### src/rtl/uart_rx_pkg.sv
// Shared definitions for the parametrised UART receiver.
//   uart_rx_state_e : receiver FSM states
//   PAR_*           : parity_mode_i encodings (2'b11 also means no parity)
//   parity_on()     : decode whether a mode carries a parity bit
//   parity_bad()    : parity check of a received frame
package uart_rx_pkg;

    typedef enum logic [2:0] {
        StIdle,
        StStart,
        StData,
        StParity,
        StStop1,
        StStop2
    } uart_rx_state_e;

    localparam logic [1:0] PAR_NONE = 2'b00;
    localparam logic [1:0] PAR_EVEN = 2'b01;
    localparam logic [1:0] PAR_ODD  = 2'b10;

    // Both 2'b00 and 2'b11 mean "no parity bit".
    function automatic logic parity_on(input logic [1:0] mode);
        return (mode != PAR_NONE) && (mode != ~PAR_NONE);
    endfunction

    // data_xor is the XOR of all data bits, par_bit the received parity bit.
    function automatic logic parity_bad(input logic [1:0] mode, input logic data_xor,
                                        input logic par_bit);
        return (mode == PAR_EVEN) ? (data_xor ^ par_bit) : !(data_xor ^ par_bit);
    endfunction

endpackage

### src/rtl/uart_rx_sync_fifo.sv
// Synchronous FIFO holding received characters.
//   clk_i, rst_i      clock, synchronous active-high reset (empties the FIFO)
//   push_i/push_data_i write request and data; ignored when full unless a pop happens too
//   pop_i             read request; ignored when empty
//   rd_data_o         head entry, 0 while empty
//   full_o, empty_o   status
//   drop_o            push rejected because the FIFO is full and not popping
//   level_o           occupancy, 0..DEPTH
module uart_rx_sync_fifo #(
    parameter int unsigned WIDTH = 8,
    parameter int unsigned DEPTH = 8
) (
    input  logic                     clk_i,
    input  logic                     rst_i,
    input  logic                     push_i,
    input  logic [WIDTH-1:0]         push_data_i,
    input  logic                     pop_i,
    output logic [WIDTH-1:0]         rd_data_o,
    output logic                     full_o,
    output logic                     empty_o,
    output logic                     drop_o,
    output logic [$clog2(DEPTH):0]   level_o
);

    localparam int unsigned AW = $clog2(DEPTH);

    logic [WIDTH-1:0] mem_q [DEPTH];
    logic [AW-1:0]    wptr_q, wptr_d;
    logic [AW-1:0]    rptr_q, rptr_d;
    logic [AW:0]      level_q, level_d;
    logic             push_ok, pop_ok;

    assign empty_o = (level_q == '0);
    assign full_o  = (level_q == (AW + 1)'(DEPTH));
    assign pop_ok  = pop_i & ~empty_o;
    // A pop in the same clk frees the slot, so a push into a full FIFO still succeeds.
    assign push_ok = push_i & (~full_o | pop_ok);
    assign drop_o  = push_i & ~push_ok;

    assign rd_data_o = empty_o ? '0 : mem_q[rptr_q];
    assign level_o   = level_q;

    always_comb begin
        wptr_d  = wptr_q;
        rptr_d  = rptr_q;
        level_d = level_q;
        if (push_ok) begin
            wptr_d = wptr_q + 1'b1;
        end
        if (pop_ok) begin
            rptr_d = rptr_q + 1'b1;
        end
        unique case ({push_ok, pop_ok})
            2'b10:   level_d = level_q + 1'b1;
            2'b01:   level_d = level_q - 1'b1;
            default: level_d = level_q;
        endcase
    end

    always_ff @(posedge clk_i) begin
        if (rst_i) begin
            wptr_q  <= '0;
            rptr_q  <= '0;
            level_q <= '0;
        end else begin
            wptr_q  <= wptr_d;
            rptr_q  <= rptr_d;
            level_q <= level_d;
        end
    end

    always_ff @(posedge clk_i) begin
        if (push_ok) begin
            mem_q[wptr_q] <= push_data_i;
        end
    end

endmodule

### src/rtl/uart_rx_fifo_gen.sv
// Parametrised UART receiver with RX FIFO.
// Optional feature macro: UART_RX_PARITY_EN (parity bit reception and parity_err_o).
//   clk_i, rst_i     clock, synchronous active-high reset
//   rx_tick_i        oversample strobe, OVERSAMPLE per bit period
//   rx_i             synchronised serial input, idle high
//   rx_en_i          receiver enable; low aborts any partial frame
//   stop2_i          two stop bits expected
//   parity_mode_i    00/11 none, 01 even, 10 odd
//   rd_data_o        FIFO head, rd_valid_o FIFO not empty, rd_ready_i pops
//   frame_err_o      pulse with the commit of a frame whose stop bit(s) sampled low
//   parity_err_o     pulse with the commit of a frame whose parity mismatched
//   overrun_o        pulse when a committed frame is dropped because the FIFO is full
//   level_o          FIFO occupancy
module uart_rx_fifo_gen
    import uart_rx_pkg::*;
#(
    parameter int unsigned DATA_BITS  = 8,
    parameter int unsigned OVERSAMPLE = 16,
    parameter int unsigned FIFO_DEPTH = 8
) (
    input  logic                          clk_i,
    input  logic                          rst_i,
    input  logic                          rx_tick_i,
    input  logic                          rx_i,
    input  logic                          rx_en_i,
    input  logic                          stop2_i,
    input  logic [1:0]                    parity_mode_i,
    output logic [DATA_BITS-1:0]          rd_data_o,
    output logic                          rd_valid_o,
    input  logic                          rd_ready_i,
    output logic                          frame_err_o,
    output logic                          parity_err_o,
    output logic                          overrun_o,
    output logic [$clog2(FIFO_DEPTH):0]   level_o
);

    localparam int unsigned CW = $clog2(OVERSAMPLE);
    localparam int unsigned BW = $clog2(DATA_BITS);
    localparam logic [CW-1:0] CntLast = CW'(OVERSAMPLE - 1);
    localparam logic [CW-1:0] CntHalf = CW'(OVERSAMPLE / 2 - 1);

    uart_rx_state_e       state_q, state_d;
    logic [CW-1:0]        cnt_q, cnt_d;
    logic [BW-1:0]        bit_q, bit_d;
    logic [DATA_BITS-1:0] shift_q, shift_d;
    logic                 ferr_q, ferr_d;
    logic                 stop2_q, stop2_d;
`ifdef UART_RX_PARITY_EN
    logic [1:0]           par_mode_q, par_mode_d;
    logic                 perr_q, perr_d;
`else
    logic                 unused_parity_mode;
    assign unused_parity_mode = ^parity_mode_i;
`endif

    logic push;
    logic commit;
    logic commit_fe;
    logic fifo_full;
    logic fifo_empty;
    logic fifo_drop;
    logic cnt_at_last;

    assign cnt_at_last = (cnt_q == CntLast);

    always_comb begin
        state_d   = state_q;
        cnt_d     = cnt_q;
        bit_d     = bit_q;
        shift_d   = shift_q;
        ferr_d    = ferr_q;
        stop2_d   = stop2_q;
`ifdef UART_RX_PARITY_EN
        par_mode_d = par_mode_q;
        perr_d     = perr_q;
`endif
        commit    = 1'b0;
        commit_fe = 1'b0;

        if (!rx_en_i) begin
            state_d = StIdle;
            cnt_d   = '0;
            bit_d   = '0;
            shift_d = '0;
            ferr_d  = 1'b0;
`ifdef UART_RX_PARITY_EN
            perr_d  = 1'b0;
`endif
        end else if (rx_tick_i) begin
            unique case (state_q)
                StIdle: begin
                    if (!rx_i) begin
                        state_d = StStart;
                        cnt_d   = '0;
                        bit_d   = '0;
                        ferr_d  = 1'b0;
`ifdef UART_RX_PARITY_EN
                        perr_d  = 1'b0;
`endif
                    end
                end
                StStart: begin
                    if (cnt_q == CntHalf) begin
                        // Counter restarts here so later samples land mid-bit.
                        cnt_d = '0;
                        if (!rx_i) begin
                            state_d = StData;
                            stop2_d = stop2_i;
`ifdef UART_RX_PARITY_EN
                            par_mode_d = parity_mode_i;
`endif
                        end else begin
                            state_d = StIdle;
                        end
                    end else begin
                        cnt_d = cnt_q + 1'b1;
                    end
                end
                StData: begin
                    if (cnt_at_last) begin
                        cnt_d   = '0;
                        shift_d = {rx_i, shift_q[DATA_BITS-1:1]};
                        if (bit_q == BW'(DATA_BITS - 1)) begin
                            bit_d = '0;
`ifdef UART_RX_PARITY_EN
                            state_d = parity_on(par_mode_q) ? StParity : StStop1;
`else
                            state_d = StStop1;
`endif
                        end else begin
                            bit_d = bit_q + 1'b1;
                        end
                    end else begin
                        cnt_d = cnt_q + 1'b1;
                    end
                end
`ifdef UART_RX_PARITY_EN
                StParity: begin
                    if (cnt_at_last) begin
                        cnt_d   = '0;
                        perr_d  = parity_bad(par_mode_q, ^shift_q, rx_i);
                        state_d = StStop1;
                    end else begin
                        cnt_d = cnt_q + 1'b1;
                    end
                end
`endif
                StStop1: begin
                    if (cnt_at_last) begin
                        cnt_d = '0;
                        if (stop2_q) begin
                            ferr_d  = ~rx_i;
                            state_d = StStop2;
                        end else begin
                            commit    = 1'b1;
                            commit_fe = ~rx_i;
                        end
                    end else begin
                        cnt_d = cnt_q + 1'b1;
                    end
                end
                StStop2: begin
                    if (cnt_at_last) begin
                        cnt_d     = '0;
                        commit    = 1'b1;
                        commit_fe = ferr_q | ~rx_i;
                    end else begin
                        cnt_d = cnt_q + 1'b1;
                    end
                end
                default: begin
                    state_d = StIdle;
                    cnt_d   = '0;
                end
            endcase

            // Commit happens mid stop bit; returning to idle now keeps the next start edge.
            if (commit) begin
                state_d = StIdle;
                cnt_d   = '0;
            end
        end
    end

    assign push        = commit;
    assign frame_err_o = commit & commit_fe;
`ifdef UART_RX_PARITY_EN
    assign parity_err_o = commit & perr_q;
`else
    assign parity_err_o = 1'b0;
`endif
    assign overrun_o  = fifo_drop;
    assign rd_valid_o = ~fifo_empty;

    always_ff @(posedge clk_i) begin
        if (rst_i) begin
            state_q <= StIdle;
            cnt_q   <= '0;
            bit_q   <= '0;
            shift_q <= '0;
            ferr_q  <= 1'b0;
            stop2_q <= 1'b0;
`ifdef UART_RX_PARITY_EN
            par_mode_q <= PAR_NONE;
            perr_q     <= 1'b0;
`endif
        end else begin
            state_q <= state_d;
            cnt_q   <= cnt_d;
            bit_q   <= bit_d;
            shift_q <= shift_d;
            ferr_q  <= ferr_d;
            stop2_q <= stop2_d;
`ifdef UART_RX_PARITY_EN
            par_mode_q <= par_mode_d;
            perr_q     <= perr_d;
`endif
        end
    end

    uart_rx_sync_fifo #(
        .WIDTH(DATA_BITS),
        .DEPTH(FIFO_DEPTH)
    ) u_fifo (
        .clk_i      (clk_i),
        .rst_i      (rst_i),
        .push_i     (push),
        .push_data_i(shift_q),
        .pop_i      (rd_ready_i),
        .rd_data_o  (rd_data_o),
        .full_o     (fifo_full),
        .empty_o    (fifo_empty),
        .drop_o     (fifo_drop),
        .level_o    (level_o)
    );

    // Full status is only consumed through drop_o.
    logic unused_fifo_full;
    assign unused_fifo_full = fifo_full;

endmodule
### config.mk
export PLATFORM = sky130hd
export DESIGN_NAME = uart_rx_fifo_gen
export DESIGN_NICKNAME = d
export VERILOG_FILES = /design/src/rtl/uart_rx_pkg.sv /design/src/rtl/uart_rx_sync_fifo.sv /design/src/rtl/uart_rx_fifo_gen.sv
export SDC_FILE = /design/constraint.sdc
export NUM_CORES = 1
export LEC_CHECK = 0
export BUFFER_PORTS_ARGS = -buffer_cell sky130_fd_sc_hd__buf_4
export CELL_PAD_IN_SITES_DETAIL_PLACEMENT = 1
export CELL_PAD_IN_SITES_GLOBAL_PLACEMENT = 1
export CORE_MARGIN = 4
export CORE_UTILIZATION = 50
export DETAILED_ROUTE_END_ITERATION = 10
export PLACE_DENSITY = 0.81
export SKIP_LAST_GASP = 1
export SLEW_MARGIN = 20
export SYNTH_ARGS = -nofsm -noshare
export SYNTH_HDL_FRONTEND = slang
export SYNTH_SLANG_ARGS = --single-unit
### constraint.sdc
create_clock -name clk_i -period 3.2 [get_ports clk_i]
set_input_delay 0.64 -clock clk_i [delete_from_list [all_inputs] [get_ports clk_i]]
set_output_delay 0.64 -clock clk_i [all_outputs]
set_load 0.005 [all_outputs]
# == Yosys cells after proc, flatten, opt, wreduce, memory -nomap -nowiden ==
# Memory sizes are Yosys's and may differ from the RTL's. A register that Yosys moved wholly into a read port is not among the register bits.
# Cells that the tools add are included.
# word_totals
regBits,30
mem_bits_rw,64
inputBits,9
output_inout_bits,16
word_cells,103
n_memories,1
# op_classes
addsub,6
n_eq_ne,21
muxes,42
bitwise_logic,11
n_reduce_logical,13
# memory_table
memory,words,word_bits,rd,rd_clocked_by_memory_dff,wr,line_no,text
u_fifo.mem_q,8,8,1,1,1,uart_rx_sync_fifo.sv:27,logic [WIDTH-1:0] mem_q [DEPTH];
# op_table
op,count
3-bit two-way mux,12
3-bit inequality test (second input constant),6
1-bit two-way mux,17
4-bit two-way mux,4
3-bit case mux with 5 select lines,1
4-bit case mux with 3 select lines,1
2-bit inequality test (second input constant),5
5-bit AND reduction,2
3-bit by 1-bit adder with 3-bit output (second input constant),3
3-bit equality test (second input constant),3
4-bit by 1-bit adder with 4-bit output (second input constant),2
4-bit equality test (second input constant),2
8-bit two-way mux,1
4-bit case mux with 2 select lines,1
8-bit AND reduction,1
1-bit case mux with 2 select lines,3
3-bit case mux with 2 select lines,1
2-bit nonzero test,3
1-bit NOT,5
1-bit bitwise AND,4
4-bit by 3-bit equality test with 1-bit output (second input constant),1
4-bit logical NOT,1
4-bit AND reduction,1
4-bit by 1-bit subtractor with 4-bit output (second input constant),1
other kinds (11),12

# == Logic depth before layout (Yosys ltp) ==
# depth
depth_word,10
depth_mapped,12
ltp_nobuf,11

# == Modules after synthesis ==
# A second synthesis with hierarchy kept.
# unflattened
cells_unflattened,304
hier_area_um2,4236.6
# by_module_without_submodules
mod,n_inst,cells_each,area_per_inst_um2,seq_area_each_um2
uart_rx_sync_fifo,1,175,3095.5,2182.1
uart_rx_fifo_gen,1,129,1141.1,400.4

# == Worst setup path after synthesis ==
# No wires, ideal clock.
# synth_path
path_type,reg-to-reg
from,"register u_fifo.level_q[1], in the netlist u_fifo.level_o[1]"
to,"register u_fifo.level_q[2], in the netlist u_fifo.level_o[2]"
setup_ps,71
arrival_time_ps,2544
required_time_ps,3129
slack_ps,585
path_stages_with_launch,13
n_path_buf,2
period_less_slack_ps,2615
cell_sequence,dfxtp_1 -> clkbuf_1 -> nor4_4 -> inv_2 -> and2_1 -> clkbuf_1 -> ha_1 -> xor2_1 -> ha_1 -> a21oi_1 -> xor2_1 -> or3_1 -> a21oi_1
# synth_between
elab_chain_len,7
elab_cells_between_ends,13
classes_between,add/sub: 2; eq/ne: 3; mux: 1; bitwise: 5; reduce/logical: 2
# synth_rtl
element,line_no,text
"start, declared",uart_rx_sync_fifo.sv:30,"logic [AW:0] level_q, level_d;"
"start signal, assigned",uart_rx_sync_fifo.sv:68,level_q <= level_d;
4-bit logical NOT (*),uart_rx_sync_fifo.sv:33,assign empty_o = (level_q == '0);
1-bit NOT (*),--,
via rd_valid_o,uart_rx_fifo_gen.sv:29,"output logic rd_valid_o,"
1-bit bitwise AND (*),uart_rx_sync_fifo.sv:35,assign pop_ok = pop_i & ~empty_o;
via u_fifo.pop_ok,uart_rx_sync_fifo.sv:31,"logic push_ok, pop_ok;"
1-bit bitwise OR,uart_rx_sync_fifo.sv:37,assign push_ok = push_i & (~full_o | pop_ok);
1-bit bitwise AND,uart_rx_sync_fifo.sv:37,
2-bit by 1-bit equality test with 1-bit output or 2-bit equality test (tied branches),uart_rx_sync_fifo.sv:53,"unique case ({push_ok, pop_ok})"
4-bit case mux with 2 select lines or 2-bit nonzero test (tied branches),--,
# Mark *: on every way through the listed nets, which the timed path passes. The rest lies on a longest branch.
# A chain may end at the register's enable or synchronous reset.

# == Final worst setup path ==
# layout_path
from,register cnt_q[0]
to,"register u_fifo.level_q[2], in the netlist u_fifo.level_o[2]"
# layout_between
elab_chain_len,10
elab_cells_between_ends,13
classes_between,eq/ne: 3; mux: 8; bitwise: 1; reduce/logical: 1
# layout_rtl
element,line_no,text
"start, declared",uart_rx_fifo_gen.sv:43,"logic [CW-1:0] cnt_q, cnt_d;"
"start signal, assigned",uart_rx_fifo_gen.sv:209,cnt_q <= cnt_d;
4-bit equality test (*),uart_rx_fifo_gen.sv:64,assign cnt_at_last = (cnt_q == CntLast);
1-bit two-way mux (on tied branches),"uart_rx_fifo_gen.sv:163, uart_rx_fifo_gen.sv:149",
1-bit case mux with 2 select lines (*),uart_rx_fifo_gen.sv:90,unique case (state_q)
1-bit two-way mux (*),uart_rx_fifo_gen.sv:89,end else if (rx_tick_i) begin
1-bit two-way mux (*),uart_rx_fifo_gen.sv:80,if (!rx_en_i) begin
1-bit two-way mux (*),uart_rx_fifo_gen.sv:89,
1-bit two-way mux (*),uart_rx_fifo_gen.sv:80,
1-bit bitwise AND (*),uart_rx_sync_fifo.sv:37,
2-bit by 1-bit equality test with 1-bit output or 2-bit equality test (tied branches),uart_rx_sync_fifo.sv:53,
4-bit case mux with 2 select lines or 2-bit nonzero test (tied branches),--,
# Mark *: on every way between the ends. The rest lies on a longest branch, timed or not. The select of a mux whose other input is x is not followed.

==> flow_summary_export.csv <==
group,metric,value,unit
sta,setup_tns,0,ns
worst_setup_path,crit_fanout,6,
power_and_ir_drop,ir_drop,0.0002107,V
routing,first_pass_iters,4,
global_routing,antenna_found_initial,0,
clock_tree,clk_latency,0.36,ns
clock_tree,cts_max_path_buffers,2,
floorplan,rows,33,
placed_design,place.gp.congestion,0.7476,
global_routing,gr-total-overflow,0,
global_routing,grt_pass1_vias,2800,
power_and_ir_drop,p_leak,1.783,nW
finish,syn2layout_area_growth,12.74,%
worst_setup_path,r2r_slack,0.43,ns
routing,dr_total_vias,2626,
floorplan,fp.coreArea,8217,um^2
synth,synth.yosys.warnings,0,
power_and_ir_drop,power_density,462.8,nW/um^2
synth,synth_fp_nets,326,
hold_path,hp-class,"reg -> reg",
sta,hold_violations,0,
worst_setup_path,critical_path_class,"reg -> reg",
clock_tree,cts_resized,0,
finish,fillCellCount,829,
synth,netlist_area,4203,um^2
placed_design,portBuffers,21,
synth,synthCells,309,
worst_setup_path,path_common_cell,"ha_1",
floorplan,die_w,99.68,um
clock_tree,cts-buffers-inserted,9,
hold_path,whs_endpoint,"bit_q[2]$_SDFFE_PP0P_",
floorplan,pin_count,25,
routing,drt_first_iter_violations,103,
global_routing,grt_max_degree,19,
hold_path,hold_depth,2,
sta,setup_viol,0,
floorplan,die_h,99.68,um
clock_tree,cts_sinks,97,
synth,synth_ff_type,"edfxtp_1",
sta,holdWs,0.4717,ns
placed_design,dpl.hpwl,6.190,mm
floorplan,design.die.area,9936,um^2
synth,synth_edf_count,64,
synth,synth_cell_type_count,47,
worst_setup_path,slowest_delay,0.40,ns
finish,multiInputGateArea,1534,um^2
sta,fin_skew,0.01279,ns
floorplan,start_util,51.15,%
sta,final.setup.worst_slack,0.4307,ns
routing,drt-met1-wl,3.932,mm
placed_design,pre_cts_ws,0.4638,ns
routing,viasPerCell,5.823,
sta,rsz0062_at_grt,"false",
global_routing,grt_usage,19.86,%
clock_tree,hold_buffers,0,
worst_setup_path,critPathSlowestCell,"dfxtp_1",
worst_setup_path,crit_arrival,3.06,ns
worst_setup_path,worstSetupEndpointType,"register",
clock_tree,htree_levels,3,
sta,relSlewSlack,46.68,%
synth,synthTopCellsByCount,"edfxtp_1 (64), nor2_1 (35), dfxtp_1 (33), mux2i_1 (22), mux4_2 (16)",
sta,slew_viol_final,0,
worst_setup_path,critPathRequiredTime,3.49,ns
finish,ff_latch_area,2582,um^2
worst_setup_path,cp-start-kind,"register",
sta,layout_worst_path_cycle_share,86.54,%
synth,synthArstFlopShare,0,%
finish,fin_nets,358,
synth,synth_top_area_share,45.73,%
synth,ys_ff_latch,97,
clock_tree,cts-root-buf,"clkbuf_8",
worst_setup_path,critical_path.cell_chain,"ha_1 > and3_1 > and4_1 > nand2_1 > ha_1 > xor2_1 > ha_1 > a21oi_1 > xor2_1 > or3_1 > a21oi_1",
synth,synth_seq_area_share,61.45,%
outcome,status,"complete, no violations",
sta,layout_min_cycle_time,2.769,ns
routing,post_drt_wl_per_cell,19.86,um
clock_tree,cts_tree,"done",
synth,yosysTopAreaCell,"edfxtp_1",
worst_setup_path,r2r-start,"cnt_q[0]$_SDFFE_PP0N_",
synth,synth_most_common_cell,"edfxtp_1",
routing,remaining_drc_errors,0,
finish,drive_gt1_share,20.52,%
routing,dr_wl_met2,4.699,mm
hold_path,hold_start,"bit_q[2]$_SDFFE_PP0P_",
routing,dr.max_layer_used,"met4",
flow_run,maxCapViolCount,0,
worst_setup_path,ff2ff_path_depth,11,
routing,antenna_left,0,
routing,wirelength,8.959,mm
finish,antenna_cells,0,
clock_tree,path_clk_slew,0.11,ns
worst_setup_path,timing.rr.end,"u_fifo.level_o[2]$_SDFFE_PP0P_",
synth,netlist_top_cells_area,"edfxtp_1 (46%), dfxtp_1 (16%), mux4_2 (8.6%)",
sta,tightest_slew,0.7887,ns
clock_tree,cts_setup_buffers,0,
global_routing,grt_pass1_wl,15.02,mm
routing,wl_met3,238,um
sta,max_freq,0.3611,GHz
synth,synth_area_per_cell,13.60,um^2
## power by group
group	internal [mW]	total, mW	switching, mW	leakage, nW
clock	0.378	0.835	0.457	0.100
combinational	0.0145	0.0392	0.0247	0.705
sequential	1.32	1.32	0.00179	0.977
total	1.71	2.19	0.483	1.78
## worst max-delay path by stage
stage,from,end,slack (ns),cells past startpoint
after floorplan,u_fifo.level_o[1]$_SDFFE_PP0P_,u_fifo.level_o[2]$_SDFFE_PP0P_,0.59,12
after global placement,rx_tick_i,u_fifo.level_o[2]$_SDFFE_PP0P_,0.60,11
after detailed placement,cnt_q[0]$_SDFFE_PP0N_,u_fifo.level_o[2]$_SDFFE_PP0P_,0.46,11
after CTS,cnt_q[0]$_SDFFE_PP0N_,u_fifo.level_o[2]$_SDFFE_PP0P_,0.44,11
after global routing,cnt_q[0]$_SDFFE_PP0N_,u_fifo.level_o[2]$_SDFFE_PP0P_,0.17,11
final,cnt_q[0]$_SDFFE_PP0N_,u_fifo.level_o[2]$_SDFFE_PP0P_,0.43,11
## layer usage
metal	track usage (%)	vias to the layer above
met5	0	-
met4	5.462	0
met3	3.857	8
met2	34.27	39
met1	25.62	1347
li1	-	1232
## registers in the layout (all words and copies together), names as in the netlist, named ones only
register	count
stop2_q	1
u_fifo.wptr_q	3
ferr_q	1
u_fifo.level_o	4
cnt_q	4
state_q	3
u_fifo.mem_q	64
u_fifo.rptr_q	3
shift_q	8
bit_q	3
## through the flow
| stage | area [um^2] | power, mW | util (%) | cells |
|---|---|---|---|---|
| final | 4738 | 2.193 | 57.67 | 451 |
| after global routing | 4738 | 2.279 | 57.67 | 451 |
| after CTS | 4738 | 2.206 | 57.67 | 451 |
| after detailed placement | 4529 | 1.386 | 55.12 | 435 |
| after global placement | 4529 | 1.385 | 55.12 | 435 |
| after floorplan | 4203 | 1.372 | - | 309 |
## layout by cell type, fill, tap and decap left out, types with 7 or more instances in the layout
master and count:
nand4_1 7, nor2_1 35, nand2_1 12, dfxtp_1 33
ha_1 8, buf_4 35, edfxtp_1 64, nand3_1 9
mux4_2 16, mux2i_1 22, nand2b_1 8, a21oi_1 12
clkbuf_8 9
## cell type report
type,count,area share [%]
clock buffer,9,2.614
tap,105,2.773
timing repair buffer,35,5.545
inverter,5,0.3961
clock inverter,7,1.796
multi-input combinational,193,32.37
sequential,97,54.50
## critical path, delay by kind of cell, from the launching register on
kind / cells / cell delay, ns
simple gates: 4 / 0.96
fa+ha+maj: 3 / 0.74
flops: 1 / 0.40
compound gates: 2 / 0.32
xor+xnor: 2 / 0.27
## logic make-up after synthesis
family	after synthesis	synth area share [%]
AOI/OAI and AO/OA	28	4.198
and+or+nand+nor	110	14.23
DFF	97	61.45
other	1	0.08923
xor gates and xnor gates	6	1.250
muxes	40	14.35
adders and majority gates	8	2.382
buffers and inverters	19	2.054
(Power assumes the default switching activity.)
